===== config.mk =====
export PLATFORM = sky130hd
export DESIGN_NAME = rtc_bus_sequencer
export DESIGN_NICKNAME = d
export VERILOG_FILES = /design/src/rtl/rtc_pkg.sv /design/src/rtl/rtc_phase_timer.sv /design/src/rtl/rtc_bus_sequencer.sv
export SDC_FILE = /design/constraint.sdc
export NUM_CORES = 1
export LEC_CHECK = 0
export CAP_MARGIN = 20
export CELL_PAD_IN_SITES_DETAIL_PLACEMENT = 0
export CELL_PAD_IN_SITES_GLOBAL_PLACEMENT = 1
export CORE_AREA = 2 2 88 90
export CTS_BUF_LIST = sky130_fd_sc_hd__clkbuf_8
export CTS_CLUSTER_SIZE = 10
export DETAILED_ROUTE_END_ITERATION = 12
export DIE_AREA = 0 0 90 92
export PLACE_DENSITY = 0.79
export SLEW_MARGIN = 30
export SYNTH_ARGS = -nofsm -noshare
export SYNTH_HDL_FRONTEND = slang
export SYNTH_SLANG_ARGS = --single-unit
export TNS_END_PERCENT = 100

===== constraint.sdc =====
create_clock -name clock -period 2.1 [get_ports clock]
set_clock_uncertainty 0.05 [all_clocks]
set_input_delay 0.21 -clock clock [delete_from_list [all_inputs] [get_ports clock]]
set_output_delay 0.21 -clock clock [all_outputs]
set_load 0.02 [all_outputs]

===== src/rtl/rtc_pkg.sv =====
// Shared RTC bus definitions: FSM state encoding, default processor port ids
// and per-state bus drive levels. The processor-side input mux imports it too.
package rtc_pkg;

   localparam int unsigned DATA_W = 8;

   localparam logic [DATA_W-1:0] PORT_ADDR   = 8'h01;
   localparam logic [DATA_W-1:0] PORT_WDATA  = 8'h02;
   localparam logic [DATA_W-1:0] PORT_RSTART = 8'h03;

   typedef enum logic [2:0] {
      ST_IDLE  = 3'd0,
      ST_A_PH  = 3'd1,
      ST_A_GAP = 3'd2,
      ST_D_PH  = 3'd3,
      ST_D_GAP = 3'd4
   } rtc_state_e;

   typedef struct packed {
      logic              ad;
      logic              cs;
      logic              rd;
      logic              wr;
      logic              oe;
      logic [DATA_W-1:0] data;
   } rtc_bus_t;

   localparam rtc_bus_t BUS_IDLE = '{ad: 1'b1, cs: 1'b1, rd: 1'b1, wr: 1'b1,
                                     oe: 1'b0, data: '0};

   // Bus levels held for the whole of a state; IDLE and D_GAP release the bus.
   function automatic rtc_bus_t bus_drive(rtc_state_e st, logic is_read,
                                          logic [DATA_W-1:0] addr,
                                          logic [DATA_W-1:0] wdata);
      rtc_bus_t b;
      b = BUS_IDLE;
      case (st)
         ST_A_PH: begin
            b.ad   = 1'b0;
            b.cs   = 1'b0;
            b.wr   = 1'b0;
            b.oe   = 1'b1;
            b.data = addr;
         end
         ST_A_GAP: begin
            b.ad   = 1'b0;
            b.oe   = 1'b1;
            b.data = addr;
         end
         ST_D_PH: begin
            b.cs = 1'b0;
            if (is_read) begin
               b.rd = 1'b0;
            end else begin
               b.wr   = 1'b0;
               b.oe   = 1'b1;
               b.data = wdata;
            end
         end
         default: ;
      endcase
      return b;
   endfunction

endpackage


===== src/rtl/rtc_phase_timer.sv =====
// Per-phase clock counter: clears on load, counts while enabled, flags the last clock.
module rtc_phase_timer #(
   parameter int unsigned T_PHASE = 10
) (
   input  logic clock,
   input  logic reset,
   input  logic load,
   input  logic count,
   output logic tc_c
);

   localparam int unsigned CNT_W = 8;

   logic [CNT_W-1:0] cnt;

   always_ff @(posedge clock) begin
      if (reset) begin
         cnt <= '0;
      end else if (load) begin
         cnt <= '0;
      end else if (count) begin
         cnt <= cnt + CNT_W'(1);
      end
   end

   assign tc_c = count && (cnt == CNT_W'(T_PHASE - 1));

endmodule


===== src/rtl/rtc_bus_sequencer.sv =====
// Sequences multiplexed-bus RTC read/write cycles (address phase, gap, data phase, gap)
// from processor port writes, and reports completion and read data back as ports.
module rtc_bus_sequencer
   import rtc_pkg::*;
#(
   parameter int unsigned       T_PHASE  = 10,
   parameter logic [DATA_W-1:0] P_ADDR   = PORT_ADDR,
   parameter logic [DATA_W-1:0] P_WDATA  = PORT_WDATA,
   parameter logic [DATA_W-1:0] P_RSTART = PORT_RSTART
) (
   input  logic              clock,
   input  logic              reset,
   input  logic [DATA_W-1:0] port_id,
   input  logic [DATA_W-1:0] out_port,
   input  logic              write_strobe,
   input  logic [DATA_W-1:0] ad_in,
   output logic [DATA_W-1:0] ad_out,
   output logic              ad_oe,
   output logic              AD,
   output logic              CS,
   output logic              RD,
   output logic              WR,
   output logic [DATA_W-1:0] datao_rtc_port,
   output logic [DATA_W-1:0] donew_port,
   output logic [DATA_W-1:0] doner_port
);

   rtc_state_e        state, state_nx;
   rtc_bus_t          bus_q, bus_nx;
   logic              start_q;
   logic              is_read;
   logic [DATA_W-1:0] addr_reg, wdata_reg, cyc_addr;
   logic              tc_c;
   logic              idle_free_c, hit_addr_c, accept_w_c, accept_r_c;

   // A command is only taken when fully idle: no cycle running and none pending.
   assign idle_free_c = (state == ST_IDLE) && !start_q;
   assign hit_addr_c  = write_strobe && (port_id == P_ADDR);
   assign accept_w_c  = write_strobe && (port_id == P_WDATA)  && idle_free_c;
   assign accept_r_c  = write_strobe && (port_id == P_RSTART) && idle_free_c;

   rtc_phase_timer #(.T_PHASE(T_PHASE)) u_timer (
      .clock (clock),
      .reset (reset),
      .load  (state_nx != state),
      .count (state != ST_IDLE),
      .tc_c  (tc_c)
   );

   always_ff @(posedge clock) begin
      if (reset) begin
         state <= ST_IDLE;
      end else begin
         state <= state_nx;
      end
   end

   always_comb begin
      state_nx = state;
      bus_nx   = BUS_IDLE;
      case (state)
         ST_IDLE:  if (start_q) state_nx = ST_A_PH;
         ST_A_PH:  if (tc_c)    state_nx = ST_A_GAP;
         ST_A_GAP: if (tc_c)    state_nx = ST_D_PH;
         ST_D_PH:  if (tc_c)    state_nx = ST_D_GAP;
         ST_D_GAP: if (tc_c)    state_nx = ST_IDLE;
         default:               state_nx = ST_IDLE;
      endcase
      bus_nx = bus_drive(state_nx, is_read, cyc_addr, wdata_reg);
   end

   // Command latches, read capture and done flags; bus levels are registered from next state.
   always_ff @(posedge clock) begin
      if (reset) begin
         start_q        <= 1'b0;
         is_read        <= 1'b0;
         addr_reg       <= '0;
         wdata_reg      <= '0;
         cyc_addr       <= '0;
         datao_rtc_port <= '0;
         donew_port     <= '0;
         doner_port     <= '0;
         bus_q          <= BUS_IDLE;
      end else begin
         bus_q <= bus_nx;
         if (hit_addr_c) begin
            addr_reg <= out_port;
         end
         if (state == ST_IDLE && start_q) begin
            start_q <= 1'b0;
         end
         if (accept_w_c) begin
            wdata_reg  <= out_port;
            cyc_addr   <= addr_reg;
            is_read    <= 1'b0;
            donew_port <= '0;
            start_q    <= 1'b1;
         end
         if (accept_r_c) begin
            cyc_addr   <= addr_reg;
            is_read    <= 1'b1;
            doner_port <= '0;
            start_q    <= 1'b1;
         end
         if (state == ST_D_PH && tc_c && is_read) begin
            datao_rtc_port <= ad_in;
         end
         if (state == ST_D_GAP && tc_c) begin
            if (is_read) begin
               doner_port <= DATA_W'(1);
            end else begin
               donew_port <= DATA_W'(1);
            end
         end
      end
   end

   assign ad_out = bus_q.data;
   assign ad_oe  = bus_q.oe;
   assign AD     = bus_q.ad;
   assign CS     = bus_q.cs;
   assign RD     = bus_q.rd;
   assign WR     = bus_q.wr;

endmodule


==> impl_metrics.csv <==
group,metric,value,unit
critical_path,startpoint_type,"register",
final_layout,seqCellArea,1481,um^2
power_and_ir_drop,p_per_area,682.7,nW/um^2
logic_synthesis,synth_cell_types,44,
logic_synthesis,synth_top_cell_by_area,"dfxtp_1",
clock_tree,clkTransAtPathRegs,0.08,ns
critical_path,r2r_slack,0.14,ns
critical_path,startpoint,"u_timer.cnt[0]",
logic_synthesis,synth_seq_cells,74,
critical_path,endpoint,"ad_out[5]",
route,ant_nets,0,
global_route,grt-ovfl-total,0,
final_layout,multi_input_area,1212,um^2
clock_tree,max-clock-path-buffers,2,
timing,setup_tns,0,ns
floorplan,core.rowCount,32,
clock_tree,cts.sinks,74,
critical_path,regToRegEndpoint,"ad_out[5]",
critical_path,cp.depth,5,
timing,slew_viol_final,0,
final_layout,final_cells,450,
timing,hold_slack,0.3968,ns
final_layout,fillers,708,
floorplan,die_x,90,um
route,drtIter0Drc,88,
critical_path,timing.critical_path.max_delay_family,"compound AO/OA/AOI/OAI gates",
critical_path,r2r_cells,5,
place,dpl.hpwl,4.276,mm
timing,worst_pin_slew,0.6265,ns
global_route,grt_pass1_wl,10.17,mm
logic_synthesis,synth_edf_count,0,
logic_synthesis,seq_area_frac_synth,53.14,%
timing,slew_headroom,57.91,%
min_path,hold-path-cell-count,3,
logic_synthesis,synth_warnings,0,
min_path,hold_class,"in2reg",
critical_path,end_kind,"register",
logic_synthesis,syn_inst,273,
global_route,grt_max_degree,29,
route,post-route-drc-count,0,
final_layout,final_cell_area,3756,um^2
min_path,min_from,"out_port[3]",
critical_path,crit_slowest_cell,"or4b_4",
final_layout,final_nets,372,
logic_synthesis,synth_flop_cell,"dfxtp_1",
flow_run,maxCapViolCount,0,
timing,fin_crit_sh,93.56,%
final_layout,layout-drive-gt1-share,10.92,%
global_route,grt_usage,15.47,%
timing,setup_viol,0,
logic_synthesis,syn_area_per_cell,10.21,um^2
place,place_congestion,0.8298,
critical_path,cp.buffers_inverters,0,
timing,fin_crit,1.965,ns
route,dr.pass1.iters,4,
route,num_vias,2200,
clock_tree,hold_buffers,0,
logic_synthesis,syn_nets,302,
final_layout,antenna_cells,0,
timing,hold_viol,0,
final_layout,area_delta_synth_final,34.74,%
route,wirelength,6.116,mm
place,port_buffers,63,
critical_path,path_max_fanout,9,
critical_path,worst-setup-path-type,"reg2reg",
route,routedWlPerCell,13.59,um
floorplan,fp.dieH,92,um
clock_tree,ctsResizeCount,0,
run_status,outcome,"finished, final reports clean",
place,dp.cells,434,
critical_path,arrival,2.14,ns
logic_synthesis,async_reset_ff_share,0,%
timing,max_freq,509.0,MHz
clock_tree,post_cts_buffers,0,
clock_tree,clock_latency,0.34,ns
logic_synthesis,netlist.area_leader.share,53.14,%
timing,rsz0062_at_grt,"false",
critical_path,crit_required,2.28,ns
critical_path,max_stage_delay,0.51,ns
critical_path,worstReg2RegStart,"u_timer.cnt[0]",
floorplan,dieArea,8280,um^2
clock_tree,root_buffer,"clkbuf_8",
route,via_per_inst,4.889,
logic_synthesis,synth_area,2788,um^2
floorplan,design.core.area,7447,um^2
floorplan,initial_utilization,37.43,%
clock_tree,tritoncts,"yes",
place,dpl_cell_area,3561,um^2
clock_tree,h-tree-depth,3,
power_and_ir_drop,peakVddDrop,325.8,uV
clock_tree,numCtsBuffers,9,
critical_path,cp_cell_sequence,"ha_1 > or4b_4 > o21ai_1 > a211oi_4 > a32o_1",
logic_synthesis,synth.area.top_cells,"dfxtp_1, mux2i_1, nor2_1",
global_route,grt_pass1_vias,2200,
power_and_ir_drop,p_leak,1.543,nW
floorplan,ios,64,
global_route,antenna_found_initial,0,
[stage by stage]
| stage | power [mW] | worst slack (ns) | utilization, % |
|---|---|---|---|
| 6_report | 2.564 | 0.1353 | 50.44 |
| 3_5_place_dp | 1.530 | 0.1043 | 47.82 |
| 2_1_floorplan | 1.464 | 0.2859 | - |
| 5_1_grt | 2.659 | 0.02620 | 50.44 |
| 3_3_place_gp | 1.529 | 0.1189 | 47.82 |
| 4_1_cts | 2.600 | 0.1363 | 50.44 |
[worst register-to-register path, cell delays in order, from the launching register on]
cell,delay [ns]
dfxtp_1,0.41
ha_1,0.18
or4b_4,0.51
o21ai_1,0.30
a211oi_4,0.16
a32o_1,0.24
[synth_stat cells, types with 2 or more instances]
cell      instances
dfxtp_1          74
nor2_1           28
mux2i_1          24
nand2_1          18
and2_1           15
a21oi_1          14
clkbuf_1         11
nor3_1           11
o21ai_0           9
a32o_1            8
nand4_1           7
xor2_1            6
nor3b_1           4
inv_1             3
nor4_1            3
or3_1             3
a211oi_1          2
buf_2             2
buf_4             2
ha_1              2
nand4b_1          2
or3b_2            2
xnor2_1           2
[cell type report]
cell class	instances	area share, %
clock inverter	7	1.899
inverter	3	0.2998
sequential	74	39.44
tap	102	3.398
timing repair buffer	76	19.39
multi-input combinational	179	32.28
clock buffer	9	3.298
[cell usage in the layout, fill, tap and decap left out, types with 2 or more instances in the layout]
cell,Yosys,final
xnor2_1,2,2
a32o_1,8,8
clkdlybuf4s50_1,0,63
nand2_1,18,18
and2_1,15,15
clkinvlp_4,0,2
nor4_1,3,3
dfxtp_1,74,74
ha_1,2,2
nand4_1,7,7
mux2i_1,24,24
clkbuf_8,0,9
clkinv_4,0,2
nor2_1,28,28
or3b_2,2,2
a211oi_1,2,2
nor3_1,11,11
xor2_1,6,6
inv_1,3,4
nor3b_1,4,4
a21oi_1,14,14
buf_4,2,13
nand4b_1,2,2
o21ai_0,9,9
or3_1,3,3
[logic make-up after synthesis]
| family | count (synthesis) | share of synthesized area (%) |
|---|---|---|
| simple gates | 104 | 20.60 |
| compound gates | 40 | 10.28 |
| mux | 24 | 8.618 |
| buf+inv | 20 | 3.366 |
| fa+ha+maj | 2 | 0.8975 |
| flops | 74 | 53.14 |
| xor+xnor | 9 | 3.097 |
[worst min-delay path by stage]
stage                          endpoint  slack [ns]
after floorplan                      RD        0.29
after global placement    doner_port[5]        0.39
after detailed placement  doner_port[1]        0.39
after CTS                  wdata_reg[2]        0.38
after global routing       wdata_reg[3]        0.40
final                      wdata_reg[3]        0.40
[power breakdown]
group | internal [mW] | switching [mW]
sequential | 1.40 | 0.000655
clock | 0.546 | 0.522
combinational | 0.0545 | 0.0383
total | 2.00 | 0.561
[routing by layer]
layer / vias to the layer above / share of wire, % / GRT usage [%]
met5: - / 0 / 0
met4: 0 / 1.3 / 7.051
met3: 7 / 6.3 / 4.848
met2: 62 / 46 / 25.56
met1: 1034 / 47 / 18.46
li1: 1097 / - / -
(Power assumes the default switching activity.)
